[src/rtl/serial_subtractor.sv]
// Bit-serial subtractor: diff = a - b - bin (mod 2^WIDTH), one bit per cycle, LSB first.
// Optional signed-overflow output enabled by defining SERIAL_SUBTRACTOR_OVF_EN.
module serial_subtractor #(
    parameter int unsigned WIDTH = 8
) (
    input  logic             clk,
    input  logic             rst,
    input  logic             in_valid,
    output logic             in_ready,
    input  logic [WIDTH-1:0] a,
    input  logic [WIDTH-1:0] b,
    input  logic             bin,
    output logic             out_valid,
    input  logic             out_ready,
    output logic [WIDTH-1:0] diff,
    output logic             bout,
`ifdef SERIAL_SUBTRACTOR_OVF_EN
    output logic             ovf,
`endif
    output logic             busy
);

    localparam int unsigned CNT_W = (WIDTH > 1) ? $clog2(WIDTH) : 1;

    typedef enum logic [1:0] {
        S_IDLE  = 2'd0,
        S_SHIFT = 2'd1,
        S_DONE  = 2'd2
    } state_t;

    state_t             r_state;
    state_t             w_state_nxt;
    logic               w_in_ready_nxt;
    logic               w_out_valid_nxt;
    logic               w_busy_nxt;

    logic [WIDTH-1:0]   r_a;
    logic [WIDTH-1:0]   r_b;
    logic [WIDTH-1:0]   r_diff;
    logic [CNT_W-1:0]   r_count;
    logic               r_br;
    logic               r_bout;
    logic               r_in_ready;
    logic               r_out_valid;
    logic               r_busy;

    logic               w_x;
    logic               w_y;
    logic               w_d;
    logic               w_br_nxt;
    logic               w_last;
    logic               w_accept;

    // Full-subtractor cell on the current LSBs
    assign w_x      = r_a[0];
    assign w_y      = r_b[0];
    assign w_d      = w_x ^ w_y ^ r_br;
    assign w_br_nxt = (~w_x & w_y) | (~(w_x ^ w_y) & r_br);
    assign w_last   = (r_count == CNT_W'(WIDTH - 1));
    assign w_accept = in_valid && (r_state == S_IDLE);

    // Next-state and next-output decode
    always_comb begin
        w_state_nxt = r_state;
        case (r_state)
            S_IDLE:  if (w_accept) w_state_nxt = S_SHIFT;
            S_SHIFT: if (w_last) w_state_nxt = S_DONE;
            S_DONE:  if (out_ready) w_state_nxt = S_IDLE;
            default: w_state_nxt = S_IDLE;
        endcase
        w_in_ready_nxt  = (w_state_nxt == S_IDLE);
        w_out_valid_nxt = (w_state_nxt == S_DONE);
        w_busy_nxt      = (w_state_nxt != S_IDLE);
    end

    // State and handshake flags
    always_ff @(posedge clk) begin
        if (rst) begin
            r_state     <= S_IDLE;
            r_in_ready  <= 1'b1;
            r_out_valid <= 1'b0;
            r_busy      <= 1'b0;
        end else begin
            r_state     <= w_state_nxt;
            r_in_ready  <= w_in_ready_nxt;
            r_out_valid <= w_out_valid_nxt;
            r_busy      <= w_busy_nxt;
        end
    end

    // Operand shift registers, borrow chain and result assembly
    always_ff @(posedge clk) begin
        if (rst) begin
            r_a     <= '0;
            r_b     <= '0;
            r_diff  <= '0;
            r_count <= '0;
            r_br    <= 1'b0;
            r_bout  <= 1'b0;
        end else begin
            case (r_state)
                S_IDLE: begin
                    if (w_accept) begin
                        r_a     <= a;
                        r_b     <= b;
                        r_br    <= bin;
                        r_count <= '0;
                    end
                end
                S_SHIFT: begin
                    r_a     <= {1'b0, r_a[WIDTH-1:1]};
                    r_b     <= {1'b0, r_b[WIDTH-1:1]};
                    r_br    <= w_br_nxt;
                    r_diff  <= {w_d, r_diff[WIDTH-1:1]};
                    r_count <= r_count + CNT_W'(1);
                    if (w_last) r_bout <= w_br_nxt;
                end
                default: ;
            endcase
        end
    end

`ifdef SERIAL_SUBTRACTOR_OVF_EN
    logic r_a_msb;
    logic r_b_msb;
    logic r_ovf;

    // Operand sign bits are kept aside since the operand registers shift away
    always_ff @(posedge clk) begin
        if (rst) begin
            r_a_msb <= 1'b0;
            r_b_msb <= 1'b0;
            r_ovf   <= 1'b0;
        end else begin
            if (w_accept) begin
                r_a_msb <= a[WIDTH-1];
                r_b_msb <= b[WIDTH-1];
            end
            if (r_state == S_SHIFT && w_last) begin
                r_ovf <= (r_a_msb != r_b_msb) && (w_d != r_a_msb);
            end
        end
    end

    assign ovf = r_ovf;
`endif

    assign in_ready  = r_in_ready;
    assign out_valid = r_out_valid;
    assign busy      = r_busy;
    assign diff      = r_diff;
    assign bout      = r_bout;

endmodule

[config.mk]
export PLATFORM = sky130hd
export DESIGN_NAME = serial_subtractor
export DESIGN_NICKNAME = d
export VERILOG_FILES = /design/src/rtl/serial_subtractor.sv
export SDC_FILE = /design/constraint.sdc
export NUM_CORES = 1
export LEC_CHECK = 0
export ABC_AREA = 1
export BUFFER_PORTS_ARGS = -buffer_cell sky130_fd_sc_hd__buf_4
export CAP_MARGIN = 40
export CORE_UTILIZATION = 53
export DETAILED_ROUTE_END_ITERATION = 12
export HOLD_SLACK_MARGIN = 0.1
export MAX_ROUTING_LAYER = met4
export PLACE_DENSITY_LB_ADDON = 0.12
export SETUP_SLACK_MARGIN = 0.05
export SYNTH_ARGS = -nofsm -noshare
export SYNTH_HDL_FRONTEND = slang
export SYNTH_SLANG_ARGS = --single-unit
export TNS_END_PERCENT = 10
[constraint.sdc]
create_clock -name clk -period 1.5 [get_ports clk]
set_input_delay 0.075 -clock clk [delete_from_list [all_inputs] [get_ports clk]]
set_output_delay 0.075 -clock clk [all_outputs]
set_load 0.005 [all_outputs]
==> metrics.yaml, run 1 <==
netlist_instances: 233
synth.area.mux_share_pct: 0
combPwrFrac_pct: 19.2
drive_gt1_share_pct: 17.8
synth_top_family_by_area: "simple AND/OR/NAND/NOR gates"
cts_tree: "built"
synth_area_leaders: "dfxtp_1 44%, nand2_1 18%, nor2_1 12%"
leakage_nw: 1.07
die_x_um: 56.3
min_from: "out_ready"
num_vias: 1526
cts_buffers: 5
worst_pin_slew_ns: 0.383
port_buffers: 32
grt.overflow.total: 0
syn_nets: 257
synthTopCellsByCount: "75 x nand2_1, 48 x nor2_1, 34 x dfxtp_1"
synth-seq-cells: 34
syn_to_final_growth_pct: 34.3
grt_util_all_layers_pct: 26.2
slew_viol_final: 0
synth_most_common_cell: "nand2_1"
io_pins: 33
synth.top_cell.area_share_pct: 43.6
cp_cell_sequence: "inv_2 > nor2_4 > nand2_1 > a21oi_1"
synthesis.area_sq_um: 1560
status: "completed"
slowest_delay_ns: 0.57
p_sw_share_pct: 27.2
period_needed_ns: 1.29
powerDensity_nw_per_um2: 976
clockBufferDepth: 2
cts_resized: 0
clock_skew_ns: 0.00262
avgSynthCellArea_sq_um: 6.71
crit_family: "flip-flops"
synth-xor-area-share_pct: 0
gp_congestion: 0.825
rsz0062_at_grt: "false"
crit_start: "r_state[0]"
wl_per_cell_um: 11.1
hp-class: "in2reg"
end_kind: "register"
wl_um: 3530
drtPass1Iterations: 4
synth_edf_count: 0
ir_worst_vdd_v: 0.000859
ys_warn_count: 0
n_antenna_cell: 0
clock_sinks: 34
drt_iter0_drc: 53
ant_nets: 0
p_sw_mw: 0.557
synth_top_area_cell: "dfxtp_1"
finalSetupViolations: 0
grt_max_degree: 28
start_util_pct: 56.2
dp_hpwl_um: 2150
clockPowerShare_pct: 31.1
insertion_delay_ns: 0.34
synth_cell_types: 20
fp.dieH_um: 56.3
synthAdderAreaFrac_pct: 2.88
seqPwrFrac_pct: 49.7
timing.fmax_ghz: 0.778
r2r_start: "r_state[0]"
p_int_mw: 1.49
synth-compound-area-share_pct: 5.52
cts-root-buf: "clkbuf_4"
drcViolationCount: 0
cp_data_required_time_ns: 1.78
grt_pass1_wl_um: 6110
synth_ff_type: "dfxtp_1"
dieArea_sq_um: 3170
rows: 19
core_area_sq_um: 2780
max_cap_viol_count: 0
antenna_found_initial: 0
async_reset_ff_share_pct: 0
yosys.area_share.simple_pct: 37.6
worstPathArrival_ns: 1.56
routed_via_density: 4.80
path_max_fanout: 13
path_clk_slew_ns: 0.10
tns_ns: 0
path_class: "reg2reg"
grt_pass1_vias: 1421
crit_slowest_cell: "dfxtp_1"
finish.net_count: 310
cp-start-kind: "register"
postCtsHoldBufs: 19
slew_headroom_pct: 74.5
min_period_over_period_pct: 85.7
ctsHtreeMaxLevel: 2
power.total_mw: 2.05
critPathBufInv: 1
yosysSeqAreaShare_pct: 43.6
hold_viol_final: 0
cts_setup_buffers: 0
sequential cells by signal, indices dropped and copies added, names as in the netlist, 2 cells and up:
register,count
r_a,8
diff,8
r_b,8
r_state,2
r_count,3
power groups by stage:
stage	logic [mW]	clock network, mW	registers (mW)
2_1_floorplan	0.235	0	1.03
3_3_place_gp	0.350	0	1.04
3_5_place_dp	0.354	0	1.04
4_1_cts	0.394	0.639	1.02
5_1_grt	0.453	0.693	1.03
6_report	0.394	0.637	1.02
worst min-delay path: cells and delay by family:
kind                   cells  cell delay [ns]
AOI/OAI and AO/OA          1             0.13
buffers and inverters      2             0.10
and+or+nand+nor            2             0.15
area by class of cell:
cell class | instances | area [sq um]
Clock buffer | 8 | 78.8
Fill cell | 251 | 682
Inverter | 23 | 86.3
Multi-Input combinational cell | 164 | 719
Sequential cell | 34 | 681
Tap cell | 31 | 38.8
Timing Repair Buffer | 58 | 495
cells by family (layout without fill, tap and decap cells):
family,Yosys count,in the layout
AO/OA/AOI/OAI,15,15
AND/OR/NAND/NOR,146,146
adder cells (fa/ha/maj),3,3
flip-flops,34,34
buffers and inverters,35,89
per-layer routing:
layer	global-route usage, %	wire length [um]	part of all wire, %	vias to the layer above
met4	8.36	54	1.5	0
met2	42.0	1700	48	26
met3	9.68	120	3.4	5
met5	-	0	0	-
li1	-	-	-	815
met1	30.7	1650	47	680
layout by cell type (no fill, tap or decap):
master,count
nor2_1,48
buf_12,1
inv_2,2
o21ai_1,1
clkinv_1,1
clkbuf_4,5
nand4_1,2
nand2_1,75
nand3b_1,1
ha_1,2
dlygate4sd3_1,19
inv_1,20
buf_4,38
dfxtp_1,34
nand3_1,19
o21ai_0,8
nor2_4,1
a21oi_1,5
clkbuf_8,3
o21ai_4,1
fa_1,1
metrics by stage:
stage	hold slack, ns	worst slack, ns	util, %	std cells	instance area (sq um)
2_1_floorplan	0.144	0.385	-	233	1560
3_3_place_gp	0.294	0.298	65.8	291	1830
3_5_place_dp	0.296	0.243	65.8	291	1830
4_1_cts	0.135	0.211	75.5	318	2100
5_1_grt	0.179	0.0612	75.5	318	2100
6_report	0.146	0.214	75.5	318	2100
worst paths after layout:
path	cells after the start	slack (ns)	end
min reg2reg	2	0.47	r_a[7]
max	4	0.21	r_count[2]
max reg2reg	4	0.21	r_count[2]
min	5	0.15	in_ready
Note: power is estimated with default switching activity, not from simulation.
==> run 2, diff against run 1 <==
- ABC_AREA: 1 -> unset
- CAP_MARGIN: 40 -> 20
- CORE_UTILIZATION: 53 -> 51
==> run 2 against run 1 <==
  * Synthesized cell count fell by 39%
  * Register-to-register slack about the same
  * First-iteration DRC count decreased by 43%
  * Maximum frequency down 1.1%
  * Hold slack got worse by 0.030 ns
  * Sequential power about the same
  * Die area shrank 8.5%
  * Critical path depth is 1 higher
  * Final cell count shrank 30%
  * Clock skew grew 0.0028 ns
  * Non-clock buffer count shrank 7
==> metrics.yaml, run 2 <==
status: "completed"
utilization_pct: 74.2
finalSetupViolations: 0
path_clk_slew_ns: 0.10
start_util_pct: 54.9
end_kind: "register"
min_period_over_period_pct: 86.6
routed_via_density: 5.31
n_antenna_cell: 0
slew_headroom_pct: 75.9
rows: 18
grt_max_degree: 33
timing.fmax_ghz: 0.769
period_needed_ns: 1.30
hold_viol_final: 0
placedCellCount: 199
rsz0062_at_grt: "false"
layout.cells.non_filler: 222
finish.net_count: 215
synth.top_cell.area_share_pct: 49.6
synth-seq-cells: 34
grt.overflow.total: 0
port_buffers: 32
wl_per_cell_um: 12.8
cp_data_required_time_ns: 1.78
ctsHtreeMaxLevel: 2
wl_um: 2850
clock_sinks: 34
antenna_found_initial: 0
die_x_um: 53.9
syn_to_final_growth_pct: 35.2
grt_pass1_wl_um: 4610
drt_iter0_drc: 30
clock_skew_ns: 0.00544
avgSynthCellArea_sq_um: 9.66
synth_edf_count: 0
synth_cell_types: 23
syn_nets: 166
cts_buffers: 5
synthTopCellsByCount: "34 x dfxtp_1, 22 x nor2_1, 17 x a211oi_1"
cp-start-kind: "register"
dieArea_sq_um: 2900
num_vias: 1178
powerDensity_nw_per_um2: 973
max_cap_viol_count: 0
drtPass1Iterations: 4
cts_setup_buffers: 0
io_pins: 33
cts-root-buf: "clkbuf_4"
path_class: "reg2reg"
drive_gt1_share_pct: 24.0
synth_ff_type: "dfxtp_1"
clockBufferDepth: 2
synthesis.area_sq_um: 1370
synth_most_common_cell: "dfxtp_1"
core_area_sq_um: 2500
pre_cts_ws_ns: 0.149
ys_warn_count: 0
netlist_instances: 142
worstPathArrival_ns: 1.58
async_reset_ff_share_pct: 0
ant_nets: 0
path_max_fanout: 3
drcViolationCount: 0
layout_commonest_cell: "buf_4"
final_cell_mix: "35 x buf_4, 34 x dfxtp_1, 22 x nor2_1, 16 x mux2i_1, 16 x a211oi_1"
hp-class: "in2reg"
fp.dieH_um: 53.9
leakage_nw: 0.775
setup_ws_ns: 0.200
synth_area_leaders: "dfxtp_1 50%, mux2i_1 12%, a211oi_1 9.3%"
insertion_delay_ns: 0.32
grt_util_all_layers_pct: 23.9
grt_pass1_vias: 1041
cts_tree: "built"
synth_top_area_cell: "dfxtp_1"
worst_pin_slew_ns: 0.361
yosysSeqAreaShare_pct: 49.6
gp_congestion: 0.708
ir_worst_vdd_v: 0.000821
slew_viol_final: 0
tns_ns: 0
dp_hpwl_um: 1870
## run 2: changes by cell type after synthesis, sizes merged, moves of 3 or more
| cell | before | now |
|---|---|---|
| a211oi | 0 | 17 |
| a21oi | 5 | 10 |
| a22oi | 0 | 4 |
| buf | 10 | 5 |
| inv | 22 | 1 |
| mux2i | 0 | 16 |
| nand2 | 75 | 15 |
| nand2b | 0 | 3 |
| nand3 | 19 | 1 |
| nor2 | 49 | 22 |
| o21ai | 10 | 0 |
## run 2: area by class of cell
class                      count  area, sq um
multi-input combinational     98          639
clock inverter                 1         5.00
inverter                       1         3.75
timing repair buffer          51          433
fill                         180          646
tap                           30         37.5
sequential                    34          681
clock buffer                   7         55.1
## run 2: through the flow
step	total power, mW	hold slack [ns]	area (sq um)
CTS	1.81	0.103	1840
global route	1.91	0.107	1850
detailed placement	1.27	0.324	1640
global placement	1.26	0.319	1640
finish	1.80	0.116	1850
floorplan	1.17	0.147	1370
## run 2: critical path, cell delays in order, from the launching register on
cell	delay [ns]
dfxtp_1	0.34
ha_1	0.20
ha_1	0.20
nand2b_1	0.16
a211oi_2	0.23
or2_1	0.13
## run 2: final timing paths
kind,slack [ns],cells past startpoint,from,endpoint
min,0.12,3,a[6],r_a[6]
max,0.20,5,r_count[0],busy
min reg2reg,0.46,2,diff[0],diff[0]
max reg2reg,0.20,5,r_count[0],busy
## run 2: repair_timing
item,in CTS,in global routing
endpoints found under the hold margin,15,1
hold buffers,14,1
endpoints found under the setup margin,0,2
resized for setup,0,1
## run 2: power by group
group	switching, mW	total (mW)	leakage [nW]	internal [mW]
logic	0.136	0.293	0.460	0.158
clock network	0.292	0.519	0.0353	0.227
registers	0.0333	0.991	0.279	0.958
## run 2: per-layer routing
metal  global-route usage (%)  up-vias  wire length, um
li1                         -      599                -
met2                     36.6       23             1380
met3                     8.47        2               95
met5                        -        -                0
met4                     9.21        0               21
met1                     28.5      554             1360
## run 2: logic make-up after synthesis
group           share of synthesized area (%)
simple gates                             14.6
mux                                      11.7
buf+inv                                  4.10
fa+ha+maj                                3.28
flops                                    49.6
compound gates                           16.7
==> run 3, diff against run 2 <==
==> constraint.sdc (replaced) <==
create_clock -name clk -period 1.5 [get_ports clk]
set_input_delay 0.3 -clock clk [delete_from_list [all_inputs] [get_ports clk]]
set_output_delay 0.3 -clock clk [all_outputs]
set_load 0.005 [all_outputs]
==> run 3 against run 2 <==
  * Total power decreased by 5.4%
  * Register-to-register slack worse by 0.06 ns
  * Die area stayed put
  * Clock skew is 0.00084 ns higher
  * Worst setup slack lost 0.062 ns
  * Routed wire length decreased by 8.1%
  * Maximum frequency down 4.5%
  * Sequential power is essentially flat
  * Count of clock-buffer cells in the layout down 2
  * Non-clock buffer count is 14 lower
  * Combinational power down 11%
  * First-iteration DRC count down 73%
  * Critical path type unchanged
  * Critical endpoint unchanged
==> metrics.yaml, run 3 (synthesized netlist as in run 2, its figures left out) <==
status: "completed"
rsz0062_at_grt: "false"
syn_to_final_growth_pct: 23.5
routed_via_density: 5.32
worstHoldPathCells: 3
p_sw_mw: 0.446
power.total_mw: 1.71
finish.net_count: 201
reg2reg_slack_ns: 0.14
timing.fmax_ghz: 0.734
gp_congestion: 0.713
die_x_um: 53.9
slew_viol_final: 0
postPlaceCellArea_sq_um: 1650
finalSetupViolations: 0
r2r_start: "r_count[0]"
stdcell_area_sq_um: 1690
slew_headroom_pct: 74.9
seqPwrFrac_pct: 58.0
rr_worst_depth: 5
grt.overflow.total: 0
drtPass1Iterations: 4
cp_data_required_time_ns: 1.77
grt_max_degree: 31
min_from: "b[7]"
worst_pin_slew_ns: 0.376
p_int_mw: 1.26
combPwrFrac_pct: 15.4
num_vias: 1102
dieArea_sq_um: 2900
final_cell_mix: "36 x buf_4, 34 x dfxtp_1, 22 x nor2_1, 17 x a211oi_1, 16 x mux2i_1"
pre_cts_ws_ns: 0.148
hold_path_end: "r_b[7]"
clock_skew_ns: 0.00627
powerDensity_nw_per_um2: 1010
hold_viol_final: 0
period_needed_ns: 1.36
clockPowerShare_pct: 26.6
dp_hpwl_um: 1860
grt_pass1_wl_um: 4060
tns_ns: 0
fp.dieH_um: 53.9
drcViolationCount: 0
hp-class: "in2reg"
leakage_nw: 0.711
clock_sinks: 34
postCtsHoldBufs: 0
grt_pass1_vias: 919
antenna_found_initial: 0
drt_iter0_drc: 8
worstPathArrival_ns: 1.63
ir_worst_vdd_v: 0.000782
rows: 18
ctsHtreeMaxLevel: 2
layout_commonest_cell: "buf_4"
clockBufferDepth: 2
grt_util_all_layers_pct: 20.8
timing.rr.end: "busy"
end_kind: "register"
cts_resized: 0
path_class: "reg2reg"
min_period_over_period_pct: 90.8
path_clk_slew_ns: 0.10
insertion_delay_ns: 0.32
setup_ws_ns: 0.138
core_area_sq_um: 2500
drive_gt1_share_pct: 26.0
cp-start-kind: "register"
port_buffers: 32
io_pins: 33
path_max_fanout: 3
start_util_pct: 54.9
n_antenna_cell: 0
cts-root-buf: "clkbuf_4"
cts_setup_buffers: 0
max_cap_viol_count: 0
wl_um: 2620
ant_nets: 0
p_sw_share_pct: 26.1
wl_per_cell_um: 12.7
cts_tree: "built"
cts_buffers: 5
crit_start: "r_count[0]"
run 3: cell types whose count changed in the layout (fill, tap and decap cells not counted), sizes merged:
cell         delta
dlygate4sd3    -15
buf             +1
clkinv          +1
clkbuf          -2
run 3: cell type report:
type,instances,area [sq um]
inverter,1,3.75
tap,30,37.5
fill,214,806
clock buffer,5,37.5
sequential,34,681
timing repair buffer,37,290
clock inverter,2,10.0
multi-input combinational,98,634
run 3: power groups by stage:
stage | Clock [mW] | Sequential [mW] | Combinational, mW
after detailed placement | 0 | 1.01 | 0.263
after floorplan | 0 | 1.00 | 0.167
after CTS | 0.468 | 0.991 | 0.264
final | 0.454 | 0.990 | 0.262
after global placement | 0 | 1.01 | 0.252
after global routing | 0.508 | 0.998 | 0.291
run 3: how the worst max path moves through the flow:
stage          endpoint  slack [ns]  depth (start not counted)
4_1_cts            busy        0.14                          5
5_1_grt        in_ready        0.06                          5
3_3_place_gp       busy        0.21                          5
6_report           busy        0.14                          5
3_5_place_dp   in_ready        0.15                          5
2_1_floorplan      busy        0.24                          5
run 3: metal layers:
metal | vias to the layer above | GRT usage [%] | part of all wire, %
li1 | 566 | - | -
met1 | 512 | 25.9 | 48
met2 | 22 | 31.1 | 47
met3 | 2 | 6.50 | 5.0
met4 | 0 | 7.89 | 0.50
met5 | - | - | 0
run 3: through the flow:
| stage | utilization [%] | hold slack, ns | cells |
|---|---|---|---|
| global route | 67.8 | 0.229 | 207 |
| floorplan | - | 0.372 | 142 |
| detailed placement | 65.9 | 0.449 | 200 |
| finish | 67.8 | 0.217 | 207 |
| CTS | 67.8 | 0.204 | 207 |
| global placement | 65.9 | 0.445 | 200 |
run 3: critical path, cell delays in order, from the launching register on:
cell and delay, ns:
dfxtp_1 0.34, ha_1 0.20, ha_1 0.20, nand2b_1 0.14
a211oi_1 0.29, or2_1 0.14
